==> config.mk <==
export PLATFORM = sky130hd
export DESIGN_NAME = trap_shaper_v3_flat
export DESIGN_NICKNAME = d
export VERILOG_FILES = /design/src/rtl/trap_shaper_v3_pkg.sv /design/src/rtl/trap_shaper_v3_if.sv /design/src/rtl/trap_shaper_v3_delay.sv /design/src/rtl/trap_shaper_v3.sv /design/src/flat_wrapper.sv
export SDC_FILE = /design/constraint.sdc
export NUM_CORES = 2
export LEC_CHECK = 0
export ABC_AREA = 0
export ABC_CLOCK_PERIOD_IN_PS = 15100
export CAP_MARGIN = 20
export CORE_MARGIN = 5
export CORE_UTILIZATION = 46
export CTS_BUF_LIST = sky130_fd_sc_hd__clkbuf_8 sky130_fd_sc_hd__clkbuf_16
export DETAILED_ROUTE_END_ITERATION = 6
export SYNTH_ARGS = -nofsm -noshare
export SYNTH_HDL_FRONTEND = slang
export SYNTH_HIERARCHICAL = 1
export SYNTH_SLANG_ARGS = --single-unit
==> constraint.sdc <==
create_clock -name clk -period 15.1 [get_ports clk]
set_input_delay 3.775 -clock clk [delete_from_list [all_inputs] [get_ports clk]]
set_output_delay 3.775 -clock clk [all_outputs]
set_load 0.1 [all_outputs]
==> src/rtl/trap_shaper_v3_pkg.sv <==
// Shared widths, types and config check for the trapezoidal shaper.
package package_settings_v3;

  localparam int unsigned DATA_W = 14;
  localparam int unsigned AW     = 6;
  localparam int unsigned M_W    = 10;
  localparam int unsigned ACC_W  = 40;
  localparam int unsigned OUT_W  = 16;
  localparam int unsigned D_W    = DATA_W + 2;

  typedef logic signed [DATA_W-1:0] sample_t;
  typedef logic signed [D_W-1:0]    diff_t;
  typedef logic signed [ACC_W-1:0]  acc_t;
  typedef logic signed [OUT_W-1:0]  out_t;
  typedef logic [AW-1:0]            addr_t;

  typedef struct packed {
    logic [AW-1:0]  k;
    logic [AW-1:0]  l;
    logic [M_W-1:0] m;
  } cfg_t;

  // Legal iff 1 <= k <= l and the deepest tap (k+l) fits inside the buffer.
  function automatic logic cfg_ok(cfg_t c);
    logic [AW:0] sum;
    sum = {1'b0, c.k} + {1'b0, c.l};
    return (c.k != '0) && (c.k <= c.l) && (sum <= {1'b0, {AW{1'b1}}});
  endfunction

endpackage

==> src/rtl/trap_shaper_v3_if.sv <==
// Sample, config and output bundle of the trapezoidal shaper.
interface trap_shaper_v3_if;
  import package_settings_v3::*;

  logic           in_valid;
  sample_t        in_data;
  logic           cfg_load;
  logic [AW-1:0]  cfg_k;
  logic [AW-1:0]  cfg_l;
  logic [M_W-1:0] cfg_m;
  logic           cfg_err;
  logic           out_valid;
  out_t           out_data;
  logic           out_sat;

  modport master (
    output in_valid, in_data, cfg_load, cfg_k, cfg_l, cfg_m,
    input  cfg_err, out_valid, out_data, out_sat
  );

  modport slave (
    input  in_valid, in_data, cfg_load, cfg_k, cfg_l, cfg_m,
    output cfg_err, out_valid, out_data, out_sat
  );

endinterface

==> src/rtl/trap_shaper_v3_delay.sv <==
// Circular sample history with one write port and three combinational taps.
module trap_delay_line
  import package_settings_v3::*;
(
  input  logic    clk,
  input  logic    reset,
  input  logic    clr,
  input  logic    wr_en,
  input  sample_t wr_data,
  input  addr_t   k,
  input  addr_t   l,
  output sample_t tap_k_c,
  output sample_t tap_l_c,
  output sample_t tap_kl_c
);

  localparam int unsigned DEPTH = 1 << AW;

  sample_t mem [DEPTH];
  addr_t   wr_ptr;

  // Clearing the whole array makes unwritten history read as zero during warm-up.
  always_ff @(posedge clk or negedge reset) begin
    if (!reset) begin
      wr_ptr <= '0;
      mem    <= '{default: '0};
    end else if (clr) begin
      wr_ptr <= '0;
      mem    <= '{default: '0};
    end else if (wr_en) begin
      mem[wr_ptr] <= wr_data;
      wr_ptr      <= wr_ptr + addr_t'(1);
    end
  end

  assign tap_k_c  = mem[wr_ptr - k];
  assign tap_l_c  = mem[wr_ptr - l];
  assign tap_kl_c = mem[wr_ptr - k - l];

endmodule

==> src/rtl/trap_shaper_v3.sv <==
// Trapezoidal shaper: d -> p -> r -> s recursion, shift and saturate, 4-clk latency.
module trap_shaper_v3
  import package_settings_v3::*;
#(
  parameter int unsigned OUT_SHIFT = 4,
  parameter int unsigned K_DEF     = 4,
  parameter int unsigned L_DEF     = 8,
  parameter int unsigned M_DEF     = 0
) (
  input logic             clk,
  input logic             reset,
  trap_shaper_v3_if.slave bus
);

  localparam acc_t OUT_MAX = acc_t'((1 << (OUT_W - 1)) - 1);
  localparam acc_t OUT_MIN = acc_t'(-(1 << (OUT_W - 1)));

  cfg_t    cfg_q;
  cfg_t    cfg_new_c;
  logic    flush_c;
  logic    accept_c;
  sample_t tap_k_c, tap_l_c, tap_kl_c;
  diff_t   d_c, d1_q;
  acc_t    m_ext_c, sh_c;
  acc_t    p_q, md2_q, r3_q, s_q;
  logic    v1_q, v2_q, v3_q, v4_q;
  out_t    out_c;
  logic    sat_c;

  assign cfg_new_c = '{k: bus.cfg_k, l: bus.cfg_l, m: bus.cfg_m};
  assign flush_c   = bus.cfg_load && cfg_ok(cfg_new_c);
  // An accepted reconfiguration wins over a sample arriving in the same cycle.
  assign accept_c  = bus.in_valid && !flush_c;

  trap_delay_line u_delay (
    .clk      (clk),
    .reset    (reset),
    .clr      (flush_c),
    .wr_en    (accept_c),
    .wr_data  (bus.in_data),
    .k        (cfg_q.k),
    .l        (cfg_q.l),
    .tap_k_c  (tap_k_c),
    .tap_l_c  (tap_l_c),
    .tap_kl_c (tap_kl_c)
  );

  assign d_c = D_W'(bus.in_data) - D_W'(tap_k_c) - D_W'(tap_l_c) + D_W'(tap_kl_c);
  assign m_ext_c = acc_t'(cfg_q.m);

  // Shift then clamp s into the signed output range.
  always_comb begin
    sh_c  = s_q >>> OUT_SHIFT;
    out_c = OUT_W'(sh_c);
    sat_c = 1'b0;
    if (sh_c > OUT_MAX) begin
      out_c = OUT_W'(OUT_MAX);
      sat_c = 1'b1;
    end else if (sh_c < OUT_MIN) begin
      out_c = OUT_W'(OUT_MIN);
      sat_c = 1'b1;
    end
  end

  always_ff @(posedge clk or negedge reset) begin
    if (!reset) begin
      cfg_q       <= '{k: AW'(K_DEF), l: AW'(L_DEF), m: M_W'(M_DEF)};
      bus.cfg_err <= 1'b0;
    end else begin
      bus.cfg_err <= bus.cfg_load && !flush_c;
      if (flush_c) cfg_q <= cfg_new_c;
    end
  end

  // Each stage moves only when its own valid is set, so bubbles leave p and s untouched.
  always_ff @(posedge clk or negedge reset) begin
    if (!reset) begin
      {v1_q, v2_q, v3_q, v4_q} <= '0;
      d1_q          <= '0;
      p_q           <= '0;
      md2_q         <= '0;
      r3_q          <= '0;
      s_q           <= '0;
      bus.out_valid <= 1'b0;
      bus.out_data  <= '0;
      bus.out_sat   <= 1'b0;
    end else if (flush_c) begin
      {v1_q, v2_q, v3_q, v4_q} <= '0;
      p_q           <= '0;
      md2_q         <= '0;
      r3_q          <= '0;
      s_q           <= '0;
      bus.out_valid <= 1'b0;
    end else begin
      v1_q <= accept_c;
      if (accept_c) d1_q <= d_c;
      v2_q <= v1_q;
      if (v1_q) begin
        p_q   <= p_q + acc_t'(d1_q);
        md2_q <= acc_t'(d1_q) * m_ext_c;
      end
      v3_q <= v2_q;
      if (v2_q) r3_q <= p_q + md2_q;
      v4_q <= v3_q;
      if (v3_q) s_q <= s_q + r3_q;
      bus.out_valid <= v4_q;
      if (v4_q) begin
        bus.out_data <= out_c;
        bus.out_sat  <= sat_c;
      end
    end
  end

endmodule

==> src/flat_wrapper.sv <==
// flat-port wrapper written by rule: the top's interface ports become plain ports
module trap_shaper_v3_flat import package_settings_v3::*;
#(
  parameter int unsigned OUT_SHIFT = 4,
  parameter int unsigned K_DEF     = 4,
  parameter int unsigned L_DEF     = 8,
  parameter int unsigned M_DEF     = 0
)
  (clk, reset, bus_in_valid, bus_in_data, bus_cfg_load, bus_cfg_k, bus_cfg_l, bus_cfg_m, bus_cfg_err, bus_out_valid, bus_out_data, bus_out_sat);
  trap_shaper_v3_if bus_i ();
  input logic clk;
  input logic reset;
  input wire logic [$bits(bus_i.in_valid)-1:0] bus_in_valid;
  input wire logic [$bits(bus_i.in_data)-1:0] bus_in_data;
  input wire logic [$bits(bus_i.cfg_load)-1:0] bus_cfg_load;
  input wire logic [$bits(bus_i.cfg_k)-1:0] bus_cfg_k;
  input wire logic [$bits(bus_i.cfg_l)-1:0] bus_cfg_l;
  input wire logic [$bits(bus_i.cfg_m)-1:0] bus_cfg_m;
  output wire logic [$bits(bus_i.cfg_err)-1:0] bus_cfg_err;
  output wire logic [$bits(bus_i.out_valid)-1:0] bus_out_valid;
  output wire logic [$bits(bus_i.out_data)-1:0] bus_out_data;
  output wire logic [$bits(bus_i.out_sat)-1:0] bus_out_sat;
  assign bus_i.in_valid = bus_in_valid;
  assign bus_i.in_data = bus_in_data;
  assign bus_i.cfg_load = bus_cfg_load;
  assign bus_i.cfg_k = bus_cfg_k;
  assign bus_i.cfg_l = bus_cfg_l;
  assign bus_i.cfg_m = bus_cfg_m;
  assign bus_cfg_err = bus_i.cfg_err;
  assign bus_out_valid = bus_i.out_valid;
  assign bus_out_data = bus_i.out_data;
  assign bus_out_sat = bus_i.out_sat;
  trap_shaper_v3 #(.OUT_SHIFT(OUT_SHIFT), .K_DEF(K_DEF), .L_DEF(L_DEF), .M_DEF(M_DEF)) u_core (.clk(clk), .reset(reset), .bus(bus_i));
endmodule
[Word level (Yosys, flattened, before mapping)]
Index checks and enable logic that the tools add are counted.
Cells by class
  order comparisons: 9
  bitwise operators: 5
  multipliers: 1
  reductions and logical operators: 14
  add/subtract/negate cells: 11
  muxes and demuxes: 33
Operator list (count)
  two-way mux 896 bit: 2
  bitwise mux 896 bit: 1
  two-way mux 40 bit: 8
  binary-select mux 14 bit (select 6 bit): 3
  two-way mux 14 bit: 7
  demux 14 bit (select 6 bit): 1
  adder 40 bit: 2
  adder 40 x 16 -> 40 bit: 1
  greater-than comparator 36 x 16 -> 1 bit, second input constant: 1
  less-than comparator 36 x 16 -> 1 bit, second input constant: 1
  two-way mux 16 bit: 2
  >= comparator 7 bit, second input constant: 4
  NOT 6 -> 7 bit: 4
  multiplier 16 x 11 -> 27 bit: 1
  subtractor 6 bit: 3
  adder 16 x 14 -> 16 bit: 1
  subtractor 15 x 14 -> 16 bit: 1
  subtractor 14 x 14 -> 15 bit: 1
  two-way mux 6 bit: 2
  nonzero test 2 bit: 4
  adder 6 x 6 -> 7 bit: 1
  <= comparator 7 x 6 -> 1 bit, second input constant: 1
  less-than comparator 7 x 1 -> 1 bit, second input constant: 1
  two-way mux 1 bit: 7
  other kinds (7): 13
Word-level totals
  register bits after elaboration: 1123
  output and inout port bits: 19
  input bits: 40
  word-level logic and storage cells: 154

[Longest topological paths before layout]
  depth in word-level cells: 8
  gate-level depth with buffers: 36
  depth with buffers taken out: 32

[Cells and area by module]
The synthesis kept the hierarchy.
Modules (own cells, without submodules)
  trap_delay_line: times used 1, cells each 5994, area each 58696.3 um^2, seq. area each 22571.6 um^2
  trap_shaper_v3: times used 1, cells each 2346, area each 21269.1 um^2, seq. area each 5207.5 um^2

[Worst setup path after synthesis]
OpenSTA, ideal clock, no wires.
  path kind: input to register
  start point: in bus_in_data[0]
  end point: reg u_core.d1_q[14]
  setup time: 0.083 ns
  cell stages on the path: 19
  buffers on the path: 0
  arrival time: 7.198 ns
  slack: 7.819 ns
  data required time: 15.017 ns
  cell sequence: fa_1 -> inv_1 -> fa_1 -> inv_1 -> ha_1 -> inv_1 -> fa_1 -> nor2b_1 -> o21ai_0 -> a21boi_0 -> o21ai_0 -> a21boi_0 -> o21ai_0 -> a21boi_0 -> nor3_1 -> o21ai_0 -> a31oi_1 -> xor2_1 -> o21ai_0
On the way
  cells in the longest elaborated chain, start to end: 3
Ends and longest elaborated chain
  from (decl): line flat_wrapper.sv:14  | input wire logic [$bits(bus_i.in_data)-1:0] bus_in_data;
  subtractor 14 x 14 -> 15 bit: line trap_shaper_v3.sv:48  | assign d_c = D_W'(bus.in_data) - D_W'(tap_k_c) - D_W'(tap_l_c) + D_W'(tap_kl_c);
  subtractor 15 x 14 -> 16 bit: line trap_shaper_v3.sv:48
  adder 16 x 14 -> 16 bit: line trap_shaper_v3.sv:48
  to (signal assigned): line trap_shaper_v3.sv:79  | d1_q <= '0;
  to (signal assigned): line trap_shaper_v3.sv:96  | if (accept_c) d1_q <= d_c;
  to (decl): line trap_shaper_v3.sv:23  | diff_t d_c, d1_q;
Every way passes these cells.
A chain may end at the register's enable or synchronous reset.

[Worst setup path in the final report]
  start point: reg u_core.u_delay.wr_ptr[0]
  end point: reg u_core.d1_q[14]
On the way
  elaborated cells between the ends (all ways): 18
  classes of those cells: 6 x add/sub; 9 x mux; 3 x bitwise
RTL lines
  from (decl): line trap_shaper_v3_delay.sv:20  | addr_t wr_ptr;
  from (signal assigned): line trap_shaper_v3_delay.sv:32  | wr_ptr <= wr_ptr + addr_t'(1);
  subtractor 6 bit (2 in series): line trap_shaper_v3_delay.sv:38  | assign tap_kl_c = mem[wr_ptr - k - l];
  NOT 6 -> 7 bit (implied by the code): line trap_shaper_v3_delay.sv:38
  binary-select mux 14 bit (select 6 bit): line trap_shaper_v3_delay.sv:38
  two-way mux 14 bit (implied by the code) (2 in series): line trap_shaper_v3_delay.sv:38
  via u_core.tap_kl_c[1]: line trap_shaper_v3.sv:22  | sample_t tap_k_c, tap_l_c, tap_kl_c;
  adder 16 x 14 -> 16 bit: line trap_shaper_v3.sv:48
The timed path passes the listed nets, and every way through them passes these cells. The select of a mux whose other input is x is not followed.

==> flow_metrics.tcl <==
set metrics [dict create \
    ys_seq_elements 1110 \
    cts_buffer_depth 3 \
    rsz0062_at_grt "no" \
    place_area_sq_mm 0.08239 \
    dp_hpwl_mm 188.5 \
    cp.arrival_ps 10080 \
    post-cts-setup-buffers 0 \
    finClkSkew_ps 41.06 \
    layout-drive-gt1-share_pct 14.50 \
    drc 1 \
    syn_nets 8782 \
    yosys_warnings 6 \
    vias_per_cell 6.459 \
    slew_headroom_pct 1.889 \
    final_cell_area_sq_mm 0.08722 \
    initial_core_util_pct 46.11 \
    synth_edf_count 0 \
    antenna_found_initial 21 \
    max_freq_mhz 107.0 \
    cts_hold_buf 0 \
    ant_nets 0 \
    tightest_slew_ps 1472 \
    cp-start-kind "register" \
    cts_made_buffers 137 \
    maxUsedRoutingLayer "met5" \
    synth_cells 8340 \
    cp.required_ps 15840 \
    final.setup.tns_ps 0 \
    syn_area_sq_mm 0.07997 \
    endpoint_kind "register" \
    dp_slack_ps 5856 \
    cts.sinks 1110 \
    area_delta_synth_final_pct 9.069 \
    finalCritPeriodShare_pct 61.87 \
    dr_wl_met3_mm 38.01 \
    nets 8466 \
    period_needed_ps 9343 \
    cp_slowest_cell "fa_4" \
    drt_iter0_drc 8571 \
    die_h_um 426.9 \
    cts_tree "built" \
    path_class "reg2reg" \
    wl_met1_mm 112.9 \
    path_clk_slew_ps 60 \
    vias 67600 \
    num_io_pins 59 \
    cp_max_fo 43 \
    post_drt_wl_per_cell_um 28.27 \
    hold_class "reg2reg" \
    crit_top_cell "o21ai_0" \
    place.gp.congestion 1.024 \
    maxCapViolations 0 \
    timing_hold_violations_final 0 \
    grt_pass1_wl_mm 441.3 \
    setup_slack_ps 5757 \
    routed_wl_mm 295.9 \
    failed_checks "DRC" \
    cpPeakStageDelay_ps 1400 \
    die-area_sq_mm 0.1823 \
    coreArea_sq_mm 0.1734 \
    route.met2.wl_mm 126.0 \
    async_reset_ff_share_pct 100.0 \
    row_count 153 \
    h-tree-depth 4 \
    grt_max_degree 197 \
    clk_latency_ps 810 \
    drv_slew 0 \
    die-width_um 426.9 \
    setup_viol 0 \
    port_buffers 58 \
    drtPass1Iterations 7 \
    ys_seq_area_share_pct 34.74 \
    overflow 0 \
    cts.repair.resized 0 \
    ys_types 85 \
    grt_usage_pct 32.27 \
    root_buffer "clkbuf_16" \
    synthFlopType "dfrtp_1" \
    syn_area_per_cell_sq_um 9.588 \
    grt_pass1_vias 66470 \
    status "finished, violations left" \
]
placed cells by master, fill, tap and decap left out, drive strengths merged, types with 24 or more instances in the layout:
cell and instances:
nand2b 26, clkbuf 168, clkdlybuf4s50 43, nor3 35
mux2 24, buf 172, xnor2 101, nor2b 29
mux4 672, nand2 2329, nor2 290, inv 330
dfrtp 1108, and2 79, a21o 87, clkinv 25
o21a 26, ha 221, o21ai 134, a21oi 1046
fa 181, nand4 32, xor2 47, nand3 214
mux2i 411
sequential cells by signal (all words and copies together) (netlist names):
| name | count |
|---|---|
| u_core/r3_q | 40 |
| u_core/s_q | 40 |
| u_core/v3_q | 1 |
| u_core/v2_q | 1 |
| u_core/v1_q | 1 |
| u_core/bus.out_sat | 1 |
| u_core/bus.out_valid | 1 |
| u_core/u_delay/mem | 896 |
| u_core/p_q | 40 |
| u_core/d1_q | 16 |
| u_core/bus.out_data | 16 |
| u_core/cfg_q | 22 |
| u_core/v4_q | 1 |
| u_core/bus.cfg_err | 1 |
| u_core/md2_q | 27 |
| u_core/u_delay/wr_ptr | 6 |
per-stage QoR:
| step | hold WS (ps) | utilization (%) | instances |
|---|---|---|---|
| detailed placement | 470.6 | 47.51 | 10210 |
| global placement | 465.0 | 47.50 | 10210 |
| finish | 476.5 | 50.29 | 10470 |
| floorplan | 480.7 | - | 8340 |
| CTS | 484.0 | 50.25 | 10450 |
| global route | 522.8 | 50.28 | 10460 |
synthesized netlist by cell type, types with 17 or more instances:
library cell	number	area share (%)
nand3b_1	21	0.20
a21oi_1	1042	6.5
a211oi_1	19	0.18
mux2_2	24	0.34
nor2b_1	29	0.23
ha_1	221	3.5
nand4_1	32	0.25
dfrtp_1	1108	35
buf_2	94	0.59
o21bai_1	22	0.21
a31oi_1	19	0.15
o21a_1	26	0.24
mux2i_1	411	5.1
a32oi_1	17	0.19
nor3_1	34	0.21
nand2b_1	26	0.20
buf_1	59	0.28
nand3_1	214	1.3
o21ai_1	23	0.14
and2_1	79	0.62
a21o_1	87	0.82
xor2_1	46	0.50
inv_1	292	1.4
mux4_2	672	19
nor2_1	290	1.4
fa_1	181	4.5
xnor2_1	100	1.1
o21ai_0	110	0.69
clkbuf_1	513	2.4
nand2_1	2329	11
layer usage:
| layer | up-vias | global-route usage, % |
|---|---|---|
| met5 | - | 0.5645 |
| met4 | 18 | 17.31 |
| met3 | 899 | 11.88 |
| met2 | 4199 | 46.07 |
| met1 | 33880 | 42.78 |
| li1 | 28600 | - |
layout make-up:
class | count | area (sq um)
clock inverters | 80 | 888.4
clock buffers | 167 | 3864
flip-flops and latches | 1110 | 27790
multi-input cells | 6265 | 48710
well taps | 2325 | 2909
inverters | 294 | 1111
repair buffers | 216 | 1929
diodes | 9 | 22.52
fillers | 15880 | 86220
final timing paths:
kind | from | slack [ps] | cells past startpoint | endpoint
worst max-delay path | u_core/u_delay/wr_ptr[0] | 5760 | 26 | u_core/d1_q[14]
worst min-delay path | u_core/bus.out_sat | 480 | 2 | u_core/bus.out_sat
worst max register to register | u_core/u_delay/wr_ptr[0] | 5760 | 26 | u_core/d1_q[14]
worst min register to register | u_core/bus.out_sat | 480 | 2 | u_core/bus.out_sat
max in group asynchronous | reset | 9200 | 4 | u_core/u_delay/mem[360]
min in group asynchronous | reset | 3000 | 1 | u_core/u_delay/mem[646]
logic make-up after synthesis:
kind of cell / share of synthesized area (%)
muxes: 24.41
buffers and inverters: 4.705
AOI/OAI and AO/OA: 10.58
DFF: 34.74
adders and majority gates: 7.989
xor gates and xnor gates: 1.654
and+or+nand+nor: 15.93
critical path: cells and delay by family, from the launching register on:
family | cells | cell delay [ps]
AO/OA/AOI/OAI | 10 | 2020
XOR/XNOR | 1 | 150
adder cells (fa/ha/maj) | 5 | 3800
buffers and inverters | 5 | 1470
flip-flops | 1 | 670
multiplexers | 3 | 860
AND/OR/NAND/NOR | 2 | 260
Power is not shown: default switching activity piles up to over one toggle a cycle in this logic, so the estimate is an artifact.
